==> src/rtl/vlsu_ldst_pkg.sv <==
// Shared types and constants for the vector load/store unit.
package vlsu_ldst_pkg;

  localparam int unsigned VRFWordWidthB = 8;
  localparam int unsigned VLenW         = 16;
  localparam int unsigned InsnIdW       = 3;

  typedef logic [8*VRFWordWidthB-1:0] vrf_data_t;
  typedef logic [VLenW-1:0]           vlen_t;
  typedef logic [InsnIdW-1:0]         insn_id_t;

  typedef enum logic [2:0] {ALU, MFPU, SLDU, MASKU, VLSU} vfu_e;

  typedef enum logic {VLSU_LOAD, VLSU_STORE} vlsu_op_e;

  typedef struct packed {
    insn_id_t insn_id;
    vlen_t    vlB;
    vlsu_op_e vlsu_op;
  } vfu_req_t;

  // Index width that stays legal for a single-entry range.
  function automatic int unsigned idx_width(int unsigned n);
    return (n > 1) ? $clog2(n) : 1;
  endfunction

endpackage

==> src/rtl/vlsu_ldst_if.sv <==
// Handshake and data bus between the load/store unit and its neighbours
// (launcher, lanes, memory, committer).
interface vlsu_ldst_if #(
  parameter int unsigned NrLanes = 4,
  parameter int unsigned WordB   = vlsu_ldst_pkg::VRFWordWidthB
);
  import vlsu_ldst_pkg::*;

  logic                       vfu_req_valid_i;
  logic                       vfu_req_ready_o;
  vfu_e                       target_vfu_i;
  vfu_req_t                   vfu_req_i;
  logic [NrLanes-1:0]         store_op_valid_i;
  logic [NrLanes-1:0]         store_op_ready_o;
  vrf_data_t [NrLanes-1:0]    store_op_i;
  logic                       store_op_valid_o;
  logic                       store_op_gnt_i;
  vrf_data_t                  store_op_o;
  logic [WordB-1:0]           store_strb_o;
  logic                       load_data_valid_i;
  logic                       load_data_ready_o;
  vrf_data_t                  load_data_i;
  logic [NrLanes-1:0]         load_op_valid_o;
  logic [NrLanes-1:0]         load_op_ready_i;
  vrf_data_t [NrLanes-1:0]    load_op_o;
  logic                       done_gnt_i;
  logic                       done_o;
  insn_id_t                   done_insn_id_o;

  modport master (
    output vfu_req_valid_i, target_vfu_i, vfu_req_i, store_op_valid_i, store_op_i,
           store_op_gnt_i, load_data_valid_i, load_data_i, load_op_ready_i, done_gnt_i,
    input  vfu_req_ready_o, store_op_ready_o, store_op_valid_o, store_op_o, store_strb_o,
           load_data_ready_o, load_op_valid_o, load_op_o, done_o, done_insn_id_o
  );

  modport slave (
    input  vfu_req_valid_i, target_vfu_i, vfu_req_i, store_op_valid_i, store_op_i,
           store_op_gnt_i, load_data_valid_i, load_data_i, load_op_ready_i, done_gnt_i,
    output vfu_req_ready_o, store_op_ready_o, store_op_valid_o, store_op_o, store_strb_o,
           load_data_ready_o, load_op_valid_o, load_op_o, done_o, done_insn_id_o
  );

endinterface

==> src/rtl/fifo_v3.sv <==
// Small synchronous FIFO; push is refused while full, pop while empty.
module fifo_v3 #(
  parameter int unsigned DEPTH = 2,
  parameter type         dtype = logic
) (
  input  logic clk_i,
  input  logic rst_ni,
  input  logic push_i,
  input  dtype data_i,
  input  logic pop_i,
  output dtype data_o,
  output logic full_o,
  output logic empty_o
);

  localparam int unsigned AddrW = (DEPTH > 1) ? $clog2(DEPTH) : 1;
  localparam int unsigned CntW  = $clog2(DEPTH + 1);

  dtype             mem_q [DEPTH];
  logic [AddrW-1:0] wr_ptr_q, wr_ptr_d, rd_ptr_q, rd_ptr_d;
  logic [CntW-1:0]  cnt_q, cnt_d;
  logic             push_ok, pop_ok;

  assign full_o  = (cnt_q == CntW'(DEPTH));
  assign empty_o = (cnt_q == '0);
  assign push_ok = push_i && !full_o;
  assign pop_ok  = pop_i && !empty_o;
  assign data_o  = mem_q[rd_ptr_q];

  // Pointer and occupancy update; pointers wrap by compare so any depth works.
  always_comb begin
    wr_ptr_d = wr_ptr_q;
    rd_ptr_d = rd_ptr_q;
    cnt_d    = cnt_q;
    if (push_ok) wr_ptr_d = (wr_ptr_q == AddrW'(DEPTH - 1)) ? '0 : wr_ptr_q + 1'b1;
    if (pop_ok)  rd_ptr_d = (rd_ptr_q == AddrW'(DEPTH - 1)) ? '0 : rd_ptr_q + 1'b1;
    case ({push_ok, pop_ok})
      2'b10:   cnt_d = cnt_q + 1'b1;
      2'b01:   cnt_d = cnt_q - 1'b1;
      default: cnt_d = cnt_q;
    endcase
  end

  // Control state; reset empties the FIFO.
  always_ff @(posedge clk_i or negedge rst_ni) begin
    if (!rst_ni) begin
      wr_ptr_q <= '0;
      rd_ptr_q <= '0;
      cnt_q    <= '0;
    end else begin
      wr_ptr_q <= wr_ptr_d;
      rd_ptr_q <= rd_ptr_d;
      cnt_q    <= cnt_d;
    end
  end

  // Storage array carries data only, so it is not reset.
  always_ff @(posedge clk_i) begin
    if (push_ok) mem_q[wr_ptr_q] <= data_i;
  end

endmodule

==> src/rtl/vlsu_ldst_lane_rr.sv <==
// Lane round-robin pointer and remaining-byte counter shared by the load and
// store paths; also derives the last-word flag and the byte strobe.
module vlsu_ldst_lane_rr
  import vlsu_ldst_pkg::*;
#(
  parameter  int unsigned NrLanes = 4,
  parameter  int unsigned WordB   = VRFWordWidthB,
  localparam int unsigned LaneW   = idx_width(NrLanes)
) (
  input  logic             clk_i,
  input  logic             rst_ni,
  input  logic             start_i,
  input  vlen_t            vlB_i,
  input  logic             step_i,
  input  logic             clear_i,
  output logic [LaneW-1:0] lane_o,
  output logic             last_o,
  output logic             rem_zero_o,
  output logic [WordB-1:0] strb_o
);

  logic [LaneW-1:0] lane_q, lane_d;
  vlen_t            rem_q, rem_d;

  // Byte b is enabled while it lies below the remaining byte count; this
  // yields all ones except on a partial final word.
  function automatic logic [WordB-1:0] gen_strb(input vlen_t rem);
    logic [WordB-1:0] s;
    for (int b = 0; b < WordB; b++) s[b] = (vlen_t'(b) < rem);
    return s;
  endfunction

  // Compare against WordB instead of subtracting first, so rem never underflows.
  assign last_o     = (rem_q <= vlen_t'(WordB));
  assign rem_zero_o = (rem_q == '0);
  assign strb_o     = gen_strb(rem_q);
  assign lane_o     = lane_q;

  // New instruction wins over end-of-instruction, which wins over a transfer.
  always_comb begin
    lane_d = lane_q;
    rem_d  = rem_q;
    if (start_i) begin
      lane_d = '0;
      rem_d  = vlB_i;
    end else if (clear_i) begin
      lane_d = '0;
      rem_d  = '0;
    end else if (step_i) begin
      lane_d = (lane_q == LaneW'(NrLanes - 1)) ? '0 : lane_q + 1'b1;
      rem_d  = last_o ? '0 : rem_q - vlen_t'(WordB);
    end
  end

  // Pointer and counter registers.
  always_ff @(posedge clk_i or negedge rst_ni) begin
    if (!rst_ni) begin
      lane_q <= '0;
      rem_q  <= '0;
    end else begin
      lane_q <= lane_d;
      rem_q  <= rem_d;
    end
  end

endmodule

==> src/rtl/vlsu_ldst.sv <==
// Vector load/store unit: gathers per-lane store operands into a memory word
// stream, scatters memory load words into per-lane result FIFOs, and reports
// completion to the committer with a held done/gnt handshake.
module vlsu_ldst
  import vlsu_ldst_pkg::*;
#(
  parameter  int unsigned NrLanes       = 4,
  parameter  int unsigned WordB         = VRFWordWidthB,
  parameter  int unsigned InOpBufDepth  = 4,
  parameter  int unsigned OutOpBufDepth = 2,
  localparam int unsigned LaneW         = idx_width(NrLanes)
) (
  input logic         clk_i,
  input logic         rst_ni,
  vlsu_ldst_if.slave  bus
);

  typedef enum logic [1:0] {IDLE, STORE, LOAD, WAIT} state_e;

  state_e             state_q, state_d;
  insn_id_t           insn_id_q;
  logic [LaneW-1:0]   lane_q;
  logic               last_word, rem_zero;
  logic               st_fire, ld_fire, complete, req_accept;
  logic [NrLanes-1:0] in_full, in_empty, out_full, out_empty;
  vrf_data_t          in_head  [NrLanes];
  vrf_data_t          out_head [NrLanes];

  vlsu_ldst_lane_rr #(
    .NrLanes (NrLanes),
    .WordB   (WordB)
  ) i_lane_rr (
    .clk_i      (clk_i),
    .rst_ni     (rst_ni),
    .start_i    (req_accept),
    .vlB_i      (bus.vfu_req_i.vlB),
    .step_i     (st_fire || ld_fire),
    .clear_i    (complete),
    .lane_o     (lane_q),
    .last_o     (last_word),
    .rem_zero_o (rem_zero),
    .strb_o     (bus.store_strb_o)
  );

  for (genvar l = 0; l < NrLanes; l++) begin : g_lane
    // Store operands may arrive ahead of the instruction, so pushes are never gated by state.
    fifo_v3 #(
      .DEPTH (InOpBufDepth),
      .dtype (vrf_data_t)
    ) i_in_fifo (
      .clk_i   (clk_i),
      .rst_ni  (rst_ni),
      .push_i  (bus.store_op_valid_i[l]),
      .data_i  (bus.store_op_i[l]),
      .pop_i   (st_fire && (lane_q == LaneW'(l))),
      .data_o  (in_head[l]),
      .full_o  (in_full[l]),
      .empty_o (in_empty[l])
    );

    fifo_v3 #(
      .DEPTH (OutOpBufDepth),
      .dtype (vrf_data_t)
    ) i_out_fifo (
      .clk_i   (clk_i),
      .rst_ni  (rst_ni),
      .push_i  (ld_fire && (lane_q == LaneW'(l))),
      .data_i  (bus.load_data_i),
      .pop_i   (bus.load_op_ready_i[l]),
      .data_o  (out_head[l]),
      .full_o  (out_full[l]),
      .empty_o (out_empty[l])
    );
  end

  assign bus.store_op_ready_o = ~in_full;
  assign bus.load_op_valid_o  = ~out_empty;
  assign bus.store_op_o       = in_head[lane_q];
  assign bus.done_insn_id_o   = insn_id_q;

  // Pack the per-lane FIFO heads onto the lane writeback bus.
  always_comb begin
    for (int l = 0; l < NrLanes; l++) bus.load_op_o[l] = out_head[l];
  end

  // State register.
  always_ff @(posedge clk_i or negedge rst_ni) begin
    if (!rst_ni) state_q <= IDLE;
    else         state_q <= state_d;
  end

  // Next state; a request accepted on the completion cycle enters its state with no bubble.
  always_comb begin
    state_d = state_q;
    if (req_accept) begin
      if (bus.vfu_req_i.vlB == '0)                 state_d = WAIT;
      else if (bus.vfu_req_i.vlsu_op == VLSU_STORE) state_d = STORE;
      else                                          state_d = LOAD;
    end else if (complete) begin
      state_d = bus.done_gnt_i ? IDLE : WAIT;
    end
  end

  // Outputs and transfer strobes; a load completes only once every lane has drained.
  always_comb begin
    bus.vfu_req_ready_o   = 1'b0;
    bus.store_op_valid_o  = 1'b0;
    bus.load_data_ready_o = 1'b0;
    st_fire               = 1'b0;
    ld_fire               = 1'b0;
    complete              = 1'b0;
    case (state_q)
      IDLE: bus.vfu_req_ready_o = 1'b1;
      STORE: begin
        bus.store_op_valid_o = !in_empty[lane_q];
        st_fire              = bus.store_op_valid_o && bus.store_op_gnt_i;
        complete             = st_fire && last_word;
      end
      LOAD: begin
        bus.load_data_ready_o = !rem_zero && !out_full[lane_q];
        ld_fire               = bus.load_data_ready_o && bus.load_data_valid_i;
        complete              = rem_zero && (&out_empty);
      end
      WAIT: complete = 1'b1;
      default: ;
    endcase
    bus.done_o = complete;
    if (complete && bus.done_gnt_i) bus.vfu_req_ready_o = 1'b1;
    req_accept = bus.vfu_req_ready_o && bus.vfu_req_valid_i && (bus.target_vfu_i == VLSU);
  end

  // Instruction id held for the done report.
  always_ff @(posedge clk_i) begin
    if (req_accept) insn_id_q <= bus.vfu_req_i.insn_id;
  end

endmodule

==> src/flat_wrapper.sv <==
// flat-port wrapper written by rule: the top's interface ports become plain ports
module vlsu_ldst_flat import vlsu_ldst_pkg::*;
#(
  parameter  int unsigned NrLanes       = 4,
  parameter  int unsigned WordB         = VRFWordWidthB,
  parameter  int unsigned InOpBufDepth  = 4,
  parameter  int unsigned OutOpBufDepth = 2,
  localparam int unsigned LaneW         = idx_width(NrLanes)
)
  (clk_i, rst_ni, bus_vfu_req_valid_i, bus_target_vfu_i, bus_vfu_req_i, bus_store_op_valid_i, bus_store_op_i, bus_store_op_gnt_i, bus_load_data_valid_i, bus_load_data_i, bus_load_op_ready_i, bus_done_gnt_i, bus_vfu_req_ready_o, bus_store_op_ready_o, bus_store_op_valid_o, bus_store_op_o, bus_store_strb_o, bus_load_data_ready_o, bus_load_op_valid_o, bus_load_op_o, bus_done_o, bus_done_insn_id_o);
  vlsu_ldst_if #(.NrLanes(NrLanes), .WordB(WordB)) bus_i ();
  input logic clk_i;
  input logic rst_ni;
  input wire logic [$bits(bus_i.vfu_req_valid_i)-1:0] bus_vfu_req_valid_i;
  input wire logic [$bits(bus_i.target_vfu_i)-1:0] bus_target_vfu_i;
  input wire logic [$bits(bus_i.vfu_req_i)-1:0] bus_vfu_req_i;
  input wire logic [$bits(bus_i.store_op_valid_i)-1:0] bus_store_op_valid_i;
  input wire logic [$bits(bus_i.store_op_i)-1:0] bus_store_op_i;
  input wire logic [$bits(bus_i.store_op_gnt_i)-1:0] bus_store_op_gnt_i;
  input wire logic [$bits(bus_i.load_data_valid_i)-1:0] bus_load_data_valid_i;
  input wire logic [$bits(bus_i.load_data_i)-1:0] bus_load_data_i;
  input wire logic [$bits(bus_i.load_op_ready_i)-1:0] bus_load_op_ready_i;
  input wire logic [$bits(bus_i.done_gnt_i)-1:0] bus_done_gnt_i;
  output wire logic [$bits(bus_i.vfu_req_ready_o)-1:0] bus_vfu_req_ready_o;
  output wire logic [$bits(bus_i.store_op_ready_o)-1:0] bus_store_op_ready_o;
  output wire logic [$bits(bus_i.store_op_valid_o)-1:0] bus_store_op_valid_o;
  output wire logic [$bits(bus_i.store_op_o)-1:0] bus_store_op_o;
  output wire logic [$bits(bus_i.store_strb_o)-1:0] bus_store_strb_o;
  output wire logic [$bits(bus_i.load_data_ready_o)-1:0] bus_load_data_ready_o;
  output wire logic [$bits(bus_i.load_op_valid_o)-1:0] bus_load_op_valid_o;
  output wire logic [$bits(bus_i.load_op_o)-1:0] bus_load_op_o;
  output wire logic [$bits(bus_i.done_o)-1:0] bus_done_o;
  output wire logic [$bits(bus_i.done_insn_id_o)-1:0] bus_done_insn_id_o;
  assign bus_i.vfu_req_valid_i = bus_vfu_req_valid_i;
  assign bus_i.target_vfu_i = bus_target_vfu_i;
  assign bus_i.vfu_req_i = bus_vfu_req_i;
  assign bus_i.store_op_valid_i = bus_store_op_valid_i;
  assign bus_i.store_op_i = bus_store_op_i;
  assign bus_i.store_op_gnt_i = bus_store_op_gnt_i;
  assign bus_i.load_data_valid_i = bus_load_data_valid_i;
  assign bus_i.load_data_i = bus_load_data_i;
  assign bus_i.load_op_ready_i = bus_load_op_ready_i;
  assign bus_i.done_gnt_i = bus_done_gnt_i;
  assign bus_vfu_req_ready_o = bus_i.vfu_req_ready_o;
  assign bus_store_op_ready_o = bus_i.store_op_ready_o;
  assign bus_store_op_valid_o = bus_i.store_op_valid_o;
  assign bus_store_op_o = bus_i.store_op_o;
  assign bus_store_strb_o = bus_i.store_strb_o;
  assign bus_load_data_ready_o = bus_i.load_data_ready_o;
  assign bus_load_op_valid_o = bus_i.load_op_valid_o;
  assign bus_load_op_o = bus_i.load_op_o;
  assign bus_done_o = bus_i.done_o;
  assign bus_done_insn_id_o = bus_i.done_insn_id_o;
  vlsu_ldst #(.NrLanes(NrLanes), .WordB(WordB), .InOpBufDepth(InOpBufDepth), .OutOpBufDepth(OutOpBufDepth)) u_core (.clk_i(clk_i), .rst_ni(rst_ni), .bus(bus_i));
endmodule
==> config.mk <==
export PLATFORM = sky130hd
export DESIGN_NAME = vlsu_ldst_flat
export DESIGN_NICKNAME = d
export VERILOG_FILES = /design/src/rtl/vlsu_ldst_pkg.sv /design/src/rtl/vlsu_ldst_if.sv /design/src/rtl/fifo_v3.sv /design/src/rtl/vlsu_ldst_lane_rr.sv /design/src/rtl/vlsu_ldst.sv /design/src/flat_wrapper.sv
export SDC_FILE = /design/constraint.sdc
export NUM_CORES = 2
export LEC_CHECK = 0
export ABC_AREA = 1
export CORE_ASPECT_RATIO = 0.75
export CORE_UTILIZATION = 30
export CTS_CLUSTER_DIAMETER = 40
export DETAILED_ROUTE_END_ITERATION = 8
export HOLD_SLACK_MARGIN = 0.03
export SLEW_MARGIN = 20
export SYNTH_ARGS = -nofsm -noshare
export SYNTH_HDL_FRONTEND = slang
export SYNTH_HIERARCHICAL = 1
export SYNTH_SLANG_ARGS = --single-unit
==> constraint.sdc <==
create_clock -name clk_i -period 5.4 [get_ports clk_i]
set_clock_uncertainty 0.15 [all_clocks]
set_input_delay 1.35 -clock clk_i [delete_from_list [all_inputs] [get_ports clk_i]]
set_output_delay 1.35 -clock clk_i [all_outputs]
set_load 0.01 [all_outputs]
==> impl_metrics.toml <==
[status]
run_status = "finished clean"

[sta]
timing.fmax_ghz = 0.193
period_minus_slack_ns = 5.18
final-hold-violation-count = 0
final.setup.tns_ns = 0
final-setup-viol-count = 0
worst-slew-pin-transition_ns = 1.08
final-max-slew-violation-count = 0
maxSlewHeadroom_pct = 27.7
grt_setup_unrepaired = "no"
min_period_over_period_pct = 95.9

[die]
num_rows = 148
floorplan.die_area_um2 = 221000
number_of_primary_i_o_pins = 700
die_y_um = 407
initial_core_util_pct = 30.2
core-area_um2 = 217000
die_x_um = 542

[placement]
dp_hpwl_mm = 135
gp_congestion = 0.868
place.port_buffers = 699

[detailed_routing]
drt_iter0_drc = 4174
route.vias.total = 42100
drt_pre_antenna_iters = 7
post_drt_via_cell_ratio = 4.60
average_wire_per_cell_in_the_routed_design_um = 21.9
routed_wirelength_mm = 200
detail-route-antenna-nets = 0
remaining_drc_errors = 0

[global_route]
grt_pass1_vias = 38800
grt_pass1_wl_mm = 282
grt_antenna_before_repair = 71
grt.overflow.total = 0
grt_max_degree = 117
total_routing_usage_gr_pct = 17.6

[logic_synthesis]
main_synth_ff_type = "edfxtp_1"
synth_top_family_by_area = "simple AND/OR/NAND/NOR gates"
synth_mux_area_share_pct = 0
postSynthRegisterBits = 1603
synth.top_cells.by_count = "nand2_1 (1767), edfxtp_1 (1539), inv_1 (646), o211ai_1 (508), nand3_1 (181)"
synth-edff-count = 1539
warnings_from_yosys = 6
synth.most_common_cell = "nand2_1"
netlist_top_cells_area = "edfxtp_1 (70%), nand2_1 (10%), o211ai_1 (5.8%), inv_1 (3.7%), dfrtp_1 (2.4%)"
synth_seq_area_share_pct = 72.8
synthesis.area_um2 = 65700
postSynth.asyncResetShare_pct = 3.99
synth_area_leader_cell = "edfxtp_1"
synth.lib_cells_used.distinct = 37
mean_post_synth_cell_area_um2 = 12.5
syn_inst = 5267
synth_largest_type_area_fraction_pct = 70.4
synth_adder_area_share_pct = 0.712
synthXorXnorAreaFrac_pct = 0.147
fraction_of_the_mapped_netlist_area_in_simple_logic_gates_pct = 12.4
synth.net_count = 5659
synth-compound-area-share_pct = 6.99

[worst_setup_path]
crit_type = "reg2out"
worst_path_largest_cell_delay_ns = 0.77
critical_path.cell_chain = "buf_16 -> o211ai_1 -> nand2_1 -> a22oi_1 -> nand3_1 -> clkdlybuf4s50_1"
worst-endpoint-required_ns = 3.90
crit_family = "compound AO/OA/AOI/OAI gates"
critPathArrivalTime_ns = 3.68
crit_buf_inv = 2
worstPathMaxFanout = 24
cp-start-kind = "flop"
worst_setup_path_end_kind = "output pin"
setup.reg_to_reg.worst_slack_ns = 1.41
worst_path_max_delay_cell = "a22oi_1"

[cts]
clock_latency_ns = 0.87
tritoncts = "built"
cts_root_buf = "clkbuf_16"
clkSinkCount = 1603
clock_buffers_created_by_tritoncts = 210
cts-htree-levels = 4
cts_buffer_depth = 4
postCtsHoldBufs = 0
clk_transition_reported_paths_ns = 0.05

[layout]
drive_gt1_share_pct = 8.79
final_net_count = 6413
fin_util_pct = 38.2
flow.area_growth_from_synthesis_pct = 26.4

[min_path]
hp-class = "reg2reg"

[power_and_ir_drop]
power_density_nw_per_um2 = 554
finalPower_uw = 46000
vdd_ir_drop_max_v = 0.000327
power_leakage_uw = 0.0310

[job]
max_cap_viols = 0
-- worst reg2reg max path: stages, from the launching register on --
cell	delay, ns
dfrtp_4	0.48
buf_4	0.77
nand3_1	0.23
nand2_1	0.16
inv_1	0.05
nand4_1	0.09
nand2_2	0.10
nand2_1	0.09
nand2_2	0.07
nand2_1	0.10
inv_1	0.05
buf_4	0.22
nor2_4	0.28
inv_2	0.11
nor2_4	0.37
inv_2	0.26
nand2_1	0.18
nand2_1	0.07
nand2_1	0.06
-- metrics by stage --
stage	hold WS, ns	area (um^2)	cells	worst slack (ns)
2_1_floorplan	0.292	65700	5267	0.347
3_3_place_gp	0.303	75800	8733	0.839
3_5_place_dp	0.310	75800	8733	0.886
4_1_cts	0.322	82900	9115	0.0615
5_1_grt	0.340	83000	9138	0.0305
6_report	0.318	83000	9142	0.220
-- cells by family (layout without fill, tap and decap cells) --
| family | count (synthesis) | after routing |
|---|---|---|
| buffers and inverters | 925 | 1849 |
| and+or+nand+nor | 2077 | 2077 |
| adders and majority gates | 35 | 35 |
| xor gates and xnor gates | 11 | 11 |
| AOI/OAI and AO/OA | 616 | 616 |
| other | 0 | 26 |
| DFF | 1603 | 1603 |
-- sequential cells by signal (all words and copies together), names as in the netlist --
signal / flops
u_core/g_lane.i_out_fifo/rd_ptr_q: 4
u_core/i_lane_rr/rem_q: 16
u_core/g_lane.i_in_fifo/wr_ptr_q: 8
u_core/g_lane.i_out_fifo/wr_ptr_q: 4
u_core/g_lane.i_out_fifo/cnt_q: 8
u_core/bus.done_insn_id_o: 3
u_core/i_lane_rr/lane_o: 2
u_core/g_lane.i_in_fifo/rd_ptr_q: 8
u_core/state_q: 2
u_core/g_lane.i_in_fifo/cnt_q: 12
u_core/g_lane.i_out_fifo/mem_q: 512
u_core/g_lane.i_in_fifo/mem_q: 1024
-- report_power, final --
part / switching (uW) / leakage (uW) / internal [uW]
combinational: 10200 / 0.0128 / 5350
sequential: 757 / 0.0148 / 15700
clock: 5570 / 0.00343 / 8480
-- path summary, 6_finish.rpt --
check | start | to | cells after the start
max in group asynchronous | rst_ni | u_core/g_lane[2].i_in_fifo/rd_ptr_q[0] | 2
worst min register to register | u_core/g_lane[3].i_out_fifo/cnt_q[1] | u_core/g_lane[3].i_out_fifo/cnt_q[1] | 2
worst max register to register | u_core/i_lane_rr/lane_o[1] | u_core/i_lane_rr/rem_q[2] | 18
worst max-delay path | u_core/g_lane[1].i_in_fifo/rd_ptr_q[0] | bus_store_op_o[45] | 6
worst min-delay path | u_core/g_lane[3].i_out_fifo/cnt_q[1] | u_core/g_lane[3].i_out_fifo/cnt_q[1] | 2
min in group asynchronous | rst_ni | u_core/g_lane[1].i_in_fifo/cnt_q[2] | 1
-- cell type report --
cell class | count | area, um^2
flip-flops and latches | 1603 | 47800
multi-input cells | 2739 | 13500
clock inverters | 146 | 1690
clock buffers | 236 | 5380
diodes | 26 | 65.1
fillers | 20400 | 134000
well taps | 2925 | 3660
repair buffers | 808 | 8370
inverters | 659 | 2480
-- metal layers --
layer,share of wire [%],vias up,GRT usage [%]
li1,-,19700,-
met1,44,20500,24.9
met2,45,1508,26.4
met3,7.5,346,3.54
met4,3.6,32,7.09
met5,0.10,-,0
-- cells in the final DEF (no fill, tap or decap), types with 9 or more instances in the layout --
cell             instances
nand2_1               1767
edfxtp_1              1539
clkdlybuf4s50_1        698
inv_1                  641
o211ai_1               508
clkbuf_16              211
nand3_1                181
buf_4                   66
a22oi_1                 61
nor2_1                  59
dfrtp_1                 50
buf_12                  43
ha_1                    31
inv_6                   28
nor2_4                  27
diode_2                 26
bufinv_16               25
clkbuf_1                24
clkinv_1                24
clkinv_2                20
clkinv_4                19
inv_2                   17
clkinvlp_4              14
nand2_2                 14
nand4_1                 12
a21oi_1                 12
inv_8                   11
o21ai_0                 11
a21oi_2                 10
xnor2_1                  9
dfrtp_2                  9
-- timing repair --
item / CTS / global route
resized for setup: 0 / 4
setup buffers: 0 / 1
endpoints found under the setup margin: 0 / 11
hold endpoints to repair: 0 / 0
(Power assumes the default switching activity.)
